[src/rtl/sap_sequencer.sv]
// sap_sequencer
//   Controller/sequencer for the 8-bit bus computer. It steps through the
//   fetch (T1..T3) and execute (T4..T6) T-states and decodes the 4-bit
//   opcode. For ADD/SUB it inserts ALU_LAT wait cycles between the B-register
//   load and the accumulator load. This gives the registered ALU result time
//   to settle before the accumulator samples it.
//
//   Ports
//     CLK      system clock, rising edge
//     CLR_n    synchronous active-low reset (state -> T1, wait counter -> 0)
//     opcode   IR upper nibble
//     Cp Ep Lm CE Li Ei La Ea Lb Lo   bus load/enable strobes
//     SUB Eu   ALU subtract select and ALU output enable
//     HLT      halt indicator / clock-gate request
//     tstate   1..6 = T1..T6, 7 = WAIT, 0 = HALT
//
//   Every output is a Moore decode of the state register plus opcode.

module sap_sequencer #(
    parameter int ALU_LAT = 1   // legal 0..3
) (
    input  logic       CLK,
    input  logic       CLR_n,
    input  logic [3:0] opcode,
    output logic       Cp,
    output logic       Ep,
    output logic       Lm,
    output logic       CE,
    output logic       Li,
    output logic       Ei,
    output logic       La,
    output logic       Ea,
    output logic       Lb,
    output logic       Lo,
    output logic       SUB,
    output logic       Eu,
    output logic       HLT,
    output logic [2:0] tstate
);

    typedef enum logic [2:0] {
        S_HALT = 3'd0,
        S_T1   = 3'd1,
        S_T2   = 3'd2,
        S_T3   = 3'd3,
        S_T4   = 3'd4,
        S_T5   = 3'd5,
        S_T6   = 3'd6,
        S_WAIT = 3'd7
    } state_t;

    localparam logic [3:0] OP_LDA = 4'b0000;
    localparam logic [3:0] OP_ADD = 4'b0001;
    localparam logic [3:0] OP_SUB = 4'b0010;
    localparam logic [3:0] OP_OUT = 4'b1110;
    localparam logic [3:0] OP_HLT = 4'b1111;

    // The counter is loaded with ALU_LAT-1 on entry to WAIT. WAIT is left on
    // the cycle the counter reads 0, so exactly ALU_LAT WAIT cycles occur.
    localparam logic [1:0] WAIT_INIT = (ALU_LAT > 0) ? 2'(ALU_LAT - 1) : 2'd0;
    localparam logic       USE_WAIT  = (ALU_LAT > 0);

    state_t     state, state_nx;
    logic [1:0] wait_cnt, wait_cnt_nx;

    logic is_lda, is_add, is_sub, is_out, is_hlt, is_alu;

    assign is_lda = (opcode == OP_LDA);
    assign is_add = (opcode == OP_ADD);
    assign is_sub = (opcode == OP_SUB);
    assign is_out = (opcode == OP_OUT);
    assign is_hlt = (opcode == OP_HLT);
    assign is_alu = is_add | is_sub;

    always_ff @(posedge CLK) begin
        if (!CLR_n) begin
            state    <= S_T1;
            wait_cnt <= 2'd0;
        end else begin
            state    <= state_nx;
            wait_cnt <= wait_cnt_nx;
        end
    end

    always_comb begin
        state_nx    = state;
        wait_cnt_nx = wait_cnt;
        Cp  = 1'b0;
        Ep  = 1'b0;
        Lm  = 1'b0;
        CE  = 1'b0;
        Li  = 1'b0;
        Ei  = 1'b0;
        La  = 1'b0;
        Ea  = 1'b0;
        Lb  = 1'b0;
        Lo  = 1'b0;
        SUB = 1'b0;
        Eu  = 1'b0;
        HLT = 1'b0;

        case (state)
            S_T1: begin
                Ep       = 1'b1;
                Lm       = 1'b1;
                state_nx = S_T2;
            end
            S_T2: begin
                Cp       = 1'b1;
                state_nx = S_T3;
            end
            S_T3: begin
                CE       = 1'b1;
                Li       = 1'b1;
                state_nx = S_T4;
            end
            S_T4: begin
                if (is_lda || is_alu) begin
                    Ei = 1'b1;
                    Lm = 1'b1;
                end else if (is_out) begin
                    Ea = 1'b1;
                    Lo = 1'b1;
                end else if (is_hlt) begin
                    HLT = 1'b1;
                end
                state_nx = is_hlt ? S_HALT : S_T5;
            end
            S_T5: begin
                if (is_lda) begin
                    CE = 1'b1;
                    La = 1'b1;
                end else if (is_alu) begin
                    CE = 1'b1;
                    Lb = 1'b1;
                end
                // SUB rises here, one cycle before the ALU result is
                // captured, and stays up through T6.
                SUB = is_sub;
                if (is_alu && USE_WAIT) begin
                    state_nx    = S_WAIT;
                    wait_cnt_nx = WAIT_INIT;
                end else begin
                    state_nx = S_T6;
                end
            end
            S_WAIT: begin
                SUB = is_sub;
                if (wait_cnt == 2'd0) begin
                    state_nx = S_T6;
                end else begin
                    wait_cnt_nx = wait_cnt - 2'd1;
                end
            end
            S_T6: begin
                if (is_alu) begin
                    Eu = 1'b1;
                    La = 1'b1;
                end
                SUB      = is_sub;
                state_nx = S_T1;
            end
            S_HALT: begin
                // Only CLR_n leaves HALT.
                HLT = 1'b1;
            end
            default: state_nx = S_T1;
        endcase
    end

    assign tstate = state;

endmodule

[config.mk]
export PLATFORM = sky130hd
export DESIGN_NAME = sap_sequencer
export DESIGN_NICKNAME = d
export VERILOG_FILES = /design/src/rtl/sap_sequencer.sv
export SDC_FILE = /design/constraint.sdc
export NUM_CORES = 1
export LEC_CHECK = 0
export ABC_AREA = 1
export BUFFER_PORTS_ARGS = -buffer_cell sky130_fd_sc_hd__buf_4
export CAP_MARGIN = 40
export CORE_MARGIN = 3
export CORE_UTILIZATION = 30
export DETAILED_ROUTE_END_ITERATION = 8
export SLEW_MARGIN = 25
export SYNTH_ARGS = -nofsm -noshare
export SYNTH_HDL_FRONTEND = slang
export SYNTH_SLANG_ARGS = --single-unit
[constraint.sdc]
create_clock -name CLK -period 1.2 [get_ports CLK]
set_clock_uncertainty 0.05 [all_clocks]
set_input_delay 0.12 -clock CLK [delete_from_list [all_inputs] [get_ports CLK]]
set_output_delay 0.12 -clock CLK [all_outputs]
set_load 0.05 [all_outputs]
==> results of run 1 <==
==> cells by family after synthesis <==
logic type | after synthesis
adders and majority gates | 1
AOI/OAI and AO/OA | 6
DFF | 5
and+or+nand+nor | 45
buffers and inverters | 16
==> layer usage <==
layer | GRT usage (%) | vias to the layer above
li1 | - | 320
met1 | 19.4 | 281
met2 | 28.5 | 20
met3 | 4.88 | 0
met4 | 3.61 | 0
met5 | 0 | -
==> Yosys cell counts <==
master	number
nor3_1	2
ha_1	1
nor2_4	1
nand3_4	1
nand2_1	11
nand3_1	7
buf_4	3
inv_2	1
dfxtp_1	5
nor2_1	15
nor2_2	1
inv_1	12
a31oi_1	1
o22ai_1	2
a21boi_0	1
nand2_2	2
a21oi_1	1
o21ai_0	1
nand4_1	5
==> placed cells by master, fill, tap and decap left out, types with 2 or more instances in the layout <==
cell,instances
buf_12,3
buf_4,19
buf_6,11
buf_8,7
clkbuf_4,3
dfxtp_4,3
inv_1,4
inv_2,5
inv_4,3
nand2_1,5
nand2_2,5
nand2_4,3
nand3_1,6
nand3_4,2
nand4_1,5
nor2_1,9
nor2_4,8
==> power breakdown <==
| part | leakage, nW | internal, mW | switching, mW |
|---|---|---|---|
| combinational | 0.442 | 0.235 | 0.320 |
| sequential | 0.0431 | 0.182 | 0.0296 |
| clock | 0.0150 | 0.126 | 0.0748 |
==> registers in the layout (all words and copies together) (netlist names) <==
name	cells
wait_cnt	2
tstate	3
==> critical path, delay by kind of cell (launching register included) <==
family	cells	cell delay, ns
simple gates	2	0.26
buf+inv	2	0.31
flops	1	0.36
compound gates	1	0.11
==> metrics by stage <==
stage / cells / util, % / power, mW / setup slack [ns] / TNS (ns)
final: 129 / 80.3 / 0.967 / -0.274 / -2.55
after global routing: 129 / 80.3 / 1.01 / -0.341 / -3.49
after CTS: 126 / 73.1 / 0.928 / -0.261 / -2.71
after detailed placement: 120 / 64.1 / 0.682 / -0.0429 / -0.0597
after global placement: 120 / 64.1 / 0.675 / -0.0342 / -0.0763
after floorplan: 73 / - / 0.518 / -0.245 / -1.43
==> final cells by class <==
cell class / instances / area share [%]
tap: 15 / 1.75
timing repair buffer: 40 / 40.3
multi-input combinational: 52 / 39.4
clock buffer: 4 / 2.45
inverter: 13 / 5.61
sequential: 5 / 10.5
==> worst max-delay path by stage <==
stage / cells past startpoint / slack (ns) / endpoint / startpoint
final: 5 / -0.27 / Lm / tstate[0]
after global routing: 6 / -0.34 / La / tstate[0]
after CTS: 6 / -0.26 / La / tstate[0]
after detailed placement: 6 / -0.04 / La / tstate[0]
after global placement: 6 / -0.03 / La / tstate[0]
after floorplan: 5 / -0.24 / Lo / tstate[0]
==> what timing repair did <==
item | 4_1_cts | 5_1_grt
gates resized for setup | 24 | 20
setup endpoints to repair | 17 | 18
pin swaps | 5 | 12
gates cloned | 0 | 0
setup buffers | 2 | 3
==> key figures, run 1 <==
Clock tree
  • CTS tree: built
  • Clock buffer depth: 2
  • Clock Latency Late Sink: 0.25 ns
  • Worst-path clk slew: 0.05 ns
  • Htree depth: 1
  • CTS Hold Bufs: 0
  • Root Buffer: clkbuf_4
  • CTS buffer count: 3
  • Clk sinks: 5

Logic synthesis
  • Syn Area/Cell: 6.05 sq um
  • Post-Syn Area: 442 sq um
  • Yosys reg bits: 5
  • Synth Area in XOR/XNOR: 0%
  • Largest family of logic cells by synthesized area: simple AND/OR/NAND/NOR gates
  • Post-Synth Simple-Gate Area: 50.1%
  • Sequential share of the synthesized area: 22.7%
  • Top-area cell type share of the netlist area: 22.7%
  • Synth top area cells: dfxtp_1 23%, nor2_1 13%, inv_1 10%
  • Post-synthesis mux area share: 0%
  • Mapped Cells: 73
  • Yosys warns: 0
  • Synth Area in Adders: 2.83%
  • Unique masters post-synth: 19
  • Syn Nets: 80
  • Synth area leader: dfxtp_1
  • Synth Area in Compound Gates: 8.22%

Timing
  • Max-slew violation count: 0
  • Worst hold slack: 0.0768 ns
  • Crit share post-route: 123%
  • # setup viols final: 16
  • F_max: 679 MHz
  • Worst slew margin: 84.1%
  • Final worst slack: -0.274 ns
  • Hold Vio Cnt, Final: 0
  • Tightest Pin Transition: 0.237 ns
  • Min Tclk post-route: 1.47 ns
  • RSZ-0062 raised after global routing: yes

Critical path
  • Reg2reg end: wait_cnt[1]
  • Cells along the critical path: buf_6 -> nor2_4 -> nand2_4 -> o22ai_2 -> buf_6
  • Critical Path Sink Type: output port
  • Crit path max fanout: 5
  • Reg2reg path depth: 8
  • Reg-to-Reg Start: tstate[1]
  • Worst-path cell with the longest stage delay: dfxtp_4
  • CP required: 1.03 ns
  • Largest stage delay, worst path: 0.36 ns
  • Worst setup SP type: flop
  • R2r setup slk: -0.02 ns
  • Arrival time worst endpoint: 1.30 ns
  • CP Class: reg2out
  • Crit-path most repeated cell: buf_6

Drt
  • Number of iterations in the first detailed-routing pass: 4
  • M1 wire length: 653 um
  • DR iter-0 viols: 11
  • Met2 routed WL: 840 um
  • Via density: 4.81
  • Antenna Nets Post-Route: 0
  • Metal3 WL: 82 um
  • Drt total wl: 1.58 mm
  • Routed WL per cell: 12.2 um
  • Via count: 621
  • DR top layer: met3
  • DRC: 0

Global route
  • Number of global-route vias before repair: 554
  • GRT Overall Usage: 16.3%
  • First-pass GRT wire length: 2.37 mm
  • Largest net degree at the start of global routing: 9
  • GR Overflow Total: 0
  • Initial antenna violation count: 0

Floorplan
  • Initial Util: 33.1%
  • Die H: 44.4 um
  • Die Width: 44.4 um
  • Core area: 1330 sq um
  • Row cnt: 13
  • Ports: 22
  • Die Area: 1970 sq um

Finish
  • Register Area: 113 sq um
  • Fin area: 1070 sq um
  • Area Growth Syn to Fin: 142%
  • Nets: 122
  • Antenna diode count: 0
  • Footprint of the multi-input gates: 422 sq um
  • Number of fill cells: 86
  • Layout cells sized above 1: 70.2%

Outcome
  • Status: complete, but fails checks
  • Failing checks: negative setup slack

Run
  • Max Cap Viol: 0

Min path
  • Worst min-delay path class: in2reg
  • Hold Path Depth: 3
  • Hold Startpoint: CLR_n
  • Hold EP: wait_cnt[0]

Placement
  • Number of port buffers: 21
  • DP HPWL: 1.24 mm
  • Area post-placement: 855 sq um
  • Placer Congestion: 0.758

Power and ir drop
  • PwrDens: 903 nW/um^2
  • Peak supply drop: 0.421 mV
  • Leak: 0.500 nW
(Power assumes the default switching activity.)
==> run 2, diff against run 1 <==
- ABC_AREA: 1 -> 0
==> run 2 against run 1 <==
  * The flow still finishes with violations (negative setup slack)
  * Sequential power grew 14%
  * Largest power group unchanged
  * Worst setup slack worse by 0.090 ns
  * Global-route usage increased by 5.3 points
  * Combinational power grew 100%
  * Wire length is 38% higher
  * Count of clock-buffer cells in the layout did not move
  * Final area increased by 5.0%
  * Critical path depth fell by 1
  * Final cell count shrank 11%
==> key figures, run 2 <==
Drt
  • Number of iterations in the first detailed-routing pass: 4 (unchanged)
  • Routed WL per cell: 18.9 um (+55%)
  • Antenna Nets Post-Route: 0 (unchanged)
  • DR iter-0 viols: 9 (-2)
  • DRC: 0 (unchanged)
  • Via count: 641 (+3.2%)
  • Drt total wl: 2.18 mm (+38%)
  • Via density: 5.57 (+16%)

Clock tree
  • Worst-path clk slew: 0.05 ns (about the same)
  • Clk sinks: 5 (unchanged)
  • Htree depth: 1 (unchanged)
  • CTS buffer count: 3 (unchanged)
  • Clock buffer depth: 2 (unchanged)
  • CTS tree: built
  • Root Buffer: clkbuf_4
  • Clock Latency Late Sink: 0.26 ns (about the same)

Finish
  • Finished Core Util: 92.5% (+12 points)
  • Layout cells sized above 1: 77.2% (+7.1 points)
  • Area Growth Syn to Fin: 166%
  • Commonest non-fill, non-tap cell in the layout: buf_4
  • Footprint of the multi-input gates: 498 sq um (+18%)
  • Antenna diode count: 0 (unchanged)
  • Commonest non-fill, non-tap cells in the layout: 23 x buf_4, 17 x buf_6, 5 x buf_8
  • Max FFs per register: 3 (unchanged)
  • Number of fill cells: 41 (-52%)
  • Register Area: 113 sq um (unchanged)
  • Nets: 109 (-11%)

Min path
  • Hold Path Depth: 2 (-1)
  • Hold EP: tstate[1]
  • Worst min-delay path class: in2reg
  • Hold Startpoint: CLR_n

Timing
  • Worst slew margin: 59.3% (-25 points)
  • Crit share post-route: 130% (+7.5 points)
  • Hold Vio Cnt, Final: 0 (unchanged)
  • Setup TNS: -4.38 ns (-1.83 ns)
  • Tightest Pin Transition: 0.606 ns (+0.368 ns)
  • # setup viols final: 16 (unchanged)
  • F_max: 640 MHz (-5.7%)
  • Final worst slack: -0.364 ns (-0.0897 ns)
  • Min Tclk post-route: 1.56 ns (+0.0897 ns)
  • Worst hold slack: 0.0852 ns (+0.00833 ns)
  • Max-slew violation count: 0 (unchanged)
  • RSZ-0062 raised after global routing: yes

Logic synthesis
  • Synth area leader: dfxtp_1
  • Mapped Cells: 55 (-25%)
  • Sequential share of the synthesized area: 23.7% (+1.0 points)
  • Synth top area cells: dfxtp_1 24%, nand2b_1 5.9%, a21boi_0 5.3%
  • EDFF count, synth: 0 (unchanged)
  • Top-area cell type share of the netlist area: 23.7% (+1.0 points)
  • Count leader, synth: dfxtp_1
  • Post-Syn Area: 423 sq um (-4.2%)
  • Unique masters post-synth: 30 (+11)
  • Yosys warns: 0 (unchanged)
  • Synth Flop Type: dfxtp_1
  • Syn Nets: 62 (-23%)
  • Synth cell count leaders: 5 x dfxtp_1, 4 x nand2_1, 4 x nand2b_1, 4 x nor2_1
  • Synth async-reset ratio: 0% (unchanged)
  • Yosys reg bits: 5 (unchanged)
  • Syn Area/Cell: 7.69 sq um (+27%)

Critical path
  • Reg2reg end: tstate[0]
  • CP delay by family, top: simple AND/OR/NAND/NOR gates
  • Critical Path Stages: 4 (-1)
  • Arrival time worst endpoint: 1.39 ns (+0.09 ns)
  • CP required: 1.03 ns (about the same)
  • Crit-path most repeated cell: buf_6
  • Largest stage delay, worst path: 0.37 ns (about the same)
  • Worst-path cell with the longest stage delay: dfxtp_4
  • Crit path max fanout: 5 (unchanged)
  • CP Class: reg2out
  • Reg2reg path depth: 3 (-5)
  • R2r setup slk: -0.27 ns (-0.25 ns)
  • Worst setup SP type: flop
  • Critical Path Sink Type: output port
  • Cells along the critical path: buf_6 -> nand3b_1 -> nor4_4 -> buf_6
  • Reg-to-Reg Start: tstate[2]
  • Worst Path Buf+Inv: 2 (unchanged)

Outcome
  • Status: complete, but fails checks
  • Failing checks: negative setup slack

Floorplan
  • Core area: 1220 sq um (-8.8%)
  • Die H: 43.5 um (-1.9%)
  • Initial Util: 34.8% (+1.7 points)
  • Die Width: 43.5 um (-1.9%)
  • Row cnt: 12 (-1)
  • Ports: 22 (unchanged)
  • Die Area: 1900 sq um (-3.7%)

Placement
  • DP HPWL: 1.11 mm (-11%)
  • Number of port buffers: 21 (unchanged)
  • Placer Congestion: 0.778 (+2.7%)

Global route
  • Initial antenna violation count: 0 (unchanged)
  • Largest net degree at the start of global routing: 12 (+3)
  • GR Overflow Total: 0 (unchanged)
  • First-pass GRT wire length: 3.06 mm (+29%)
  • Number of global-route vias before repair: 639 (+15%)
  • GRT Overall Usage: 21.6% (+5.3 points)

Power and ir drop
  • Leak: 0.467 nW (-6.7%)
  • PwrDens: 1390 nW/um^2 (+54%)
  • Peak supply drop: 1.05 mV (+150%)

Run
  • Max Cap Viol: 0 (unchanged)
==> run 2: cell count changes after synthesis, sizes merged, moves of 4 or more <==
cell	before	now
nor2	17	4
inv	13	3
nand2	13	4
nand3	8	0
nand4	5	0
nand2b	0	4
==> run 2: area by class of cell <==
type                            instances  area share (%)
Clock buffer                            4            2.34
Inverter                                3            1.00
Multi-Input combinational cell         43            44.3
Sequential cell                         5            10.0
Tap cell                               14            1.56
Timing Repair Buffer                   46            40.8
==> run 2: worst reg2reg max path: cells and delay by family (launching register included) <==
kind	cells	cell delay (ns)
AO/OA/AOI/OAI	1	0.16
flip-flops	1	0.37
AND/OR/NAND/NOR	2	0.80
==> run 2: routing by layer <==
metal | track usage [%] | vias up | wire length [um]
met3 | 4.98 | 8 | 140
li1 | - | 291 | -
met4 | 10.8 | 0 | 83
met1 | 25.5 | 310 | 869
met2 | 35.8 | 32 | 1080
met5 | 0 | - | 0
==> run 2: report_power, final <==
group | total, mW | switching, mW | internal (mW) | leakage (nW)
logic | 1.11 | 0.602 | 0.508 | 0.408
clock network | 0.219 | 0.0921 | 0.127 | 0.0150
registers | 0.240 | 0.0433 | 0.197 | 0.0431
==> run 2: how the worst max path moves through the flow <==
stage / from / to / slack, ns
CTS: tstate[1] / La / -0.32
detailed placement: tstate[2] / tstate[0] / -0.18
floorplan: tstate[2] / Lo / -0.58
finish: tstate[2] / Ea / -0.36
global placement: tstate[2] / tstate[0] / -0.15
global route: tstate[2] / Ea / -0.40
==> run 2: cell families after synthesis <==
group	Yosys count	share of synthesized area, %
simple gates	27	37.9
xor+xnor	2	4.14
fa+ha+maj	1	2.96
flops	5	23.7
compound gates	13	22.5
buf+inv	7	8.88
==> run 2: metrics by stage <==
stage / power [mW] / worst slack [ns] / cells / area (sq um)
floorplan: 0.860 / -0.581 / 55 / 618
global placement: 1.07 / -0.155 / 106 / 871
detailed placement: 1.08 / -0.176 / 106 / 871
CTS: 1.42 / -0.325 / 113 / 1040
global route: 1.62 / -0.399 / 115 / 1120
finish: 1.57 / -0.364 / 115 / 1120
==> run 2: what timing repair did <==
item / CTS / global route
buffers inserted: 3 / 2
pin swaps: 8 / 3
setup endpoints to repair: 16 / 17
hold buffers: 0 / 0
gates resized for setup: 30 / 15
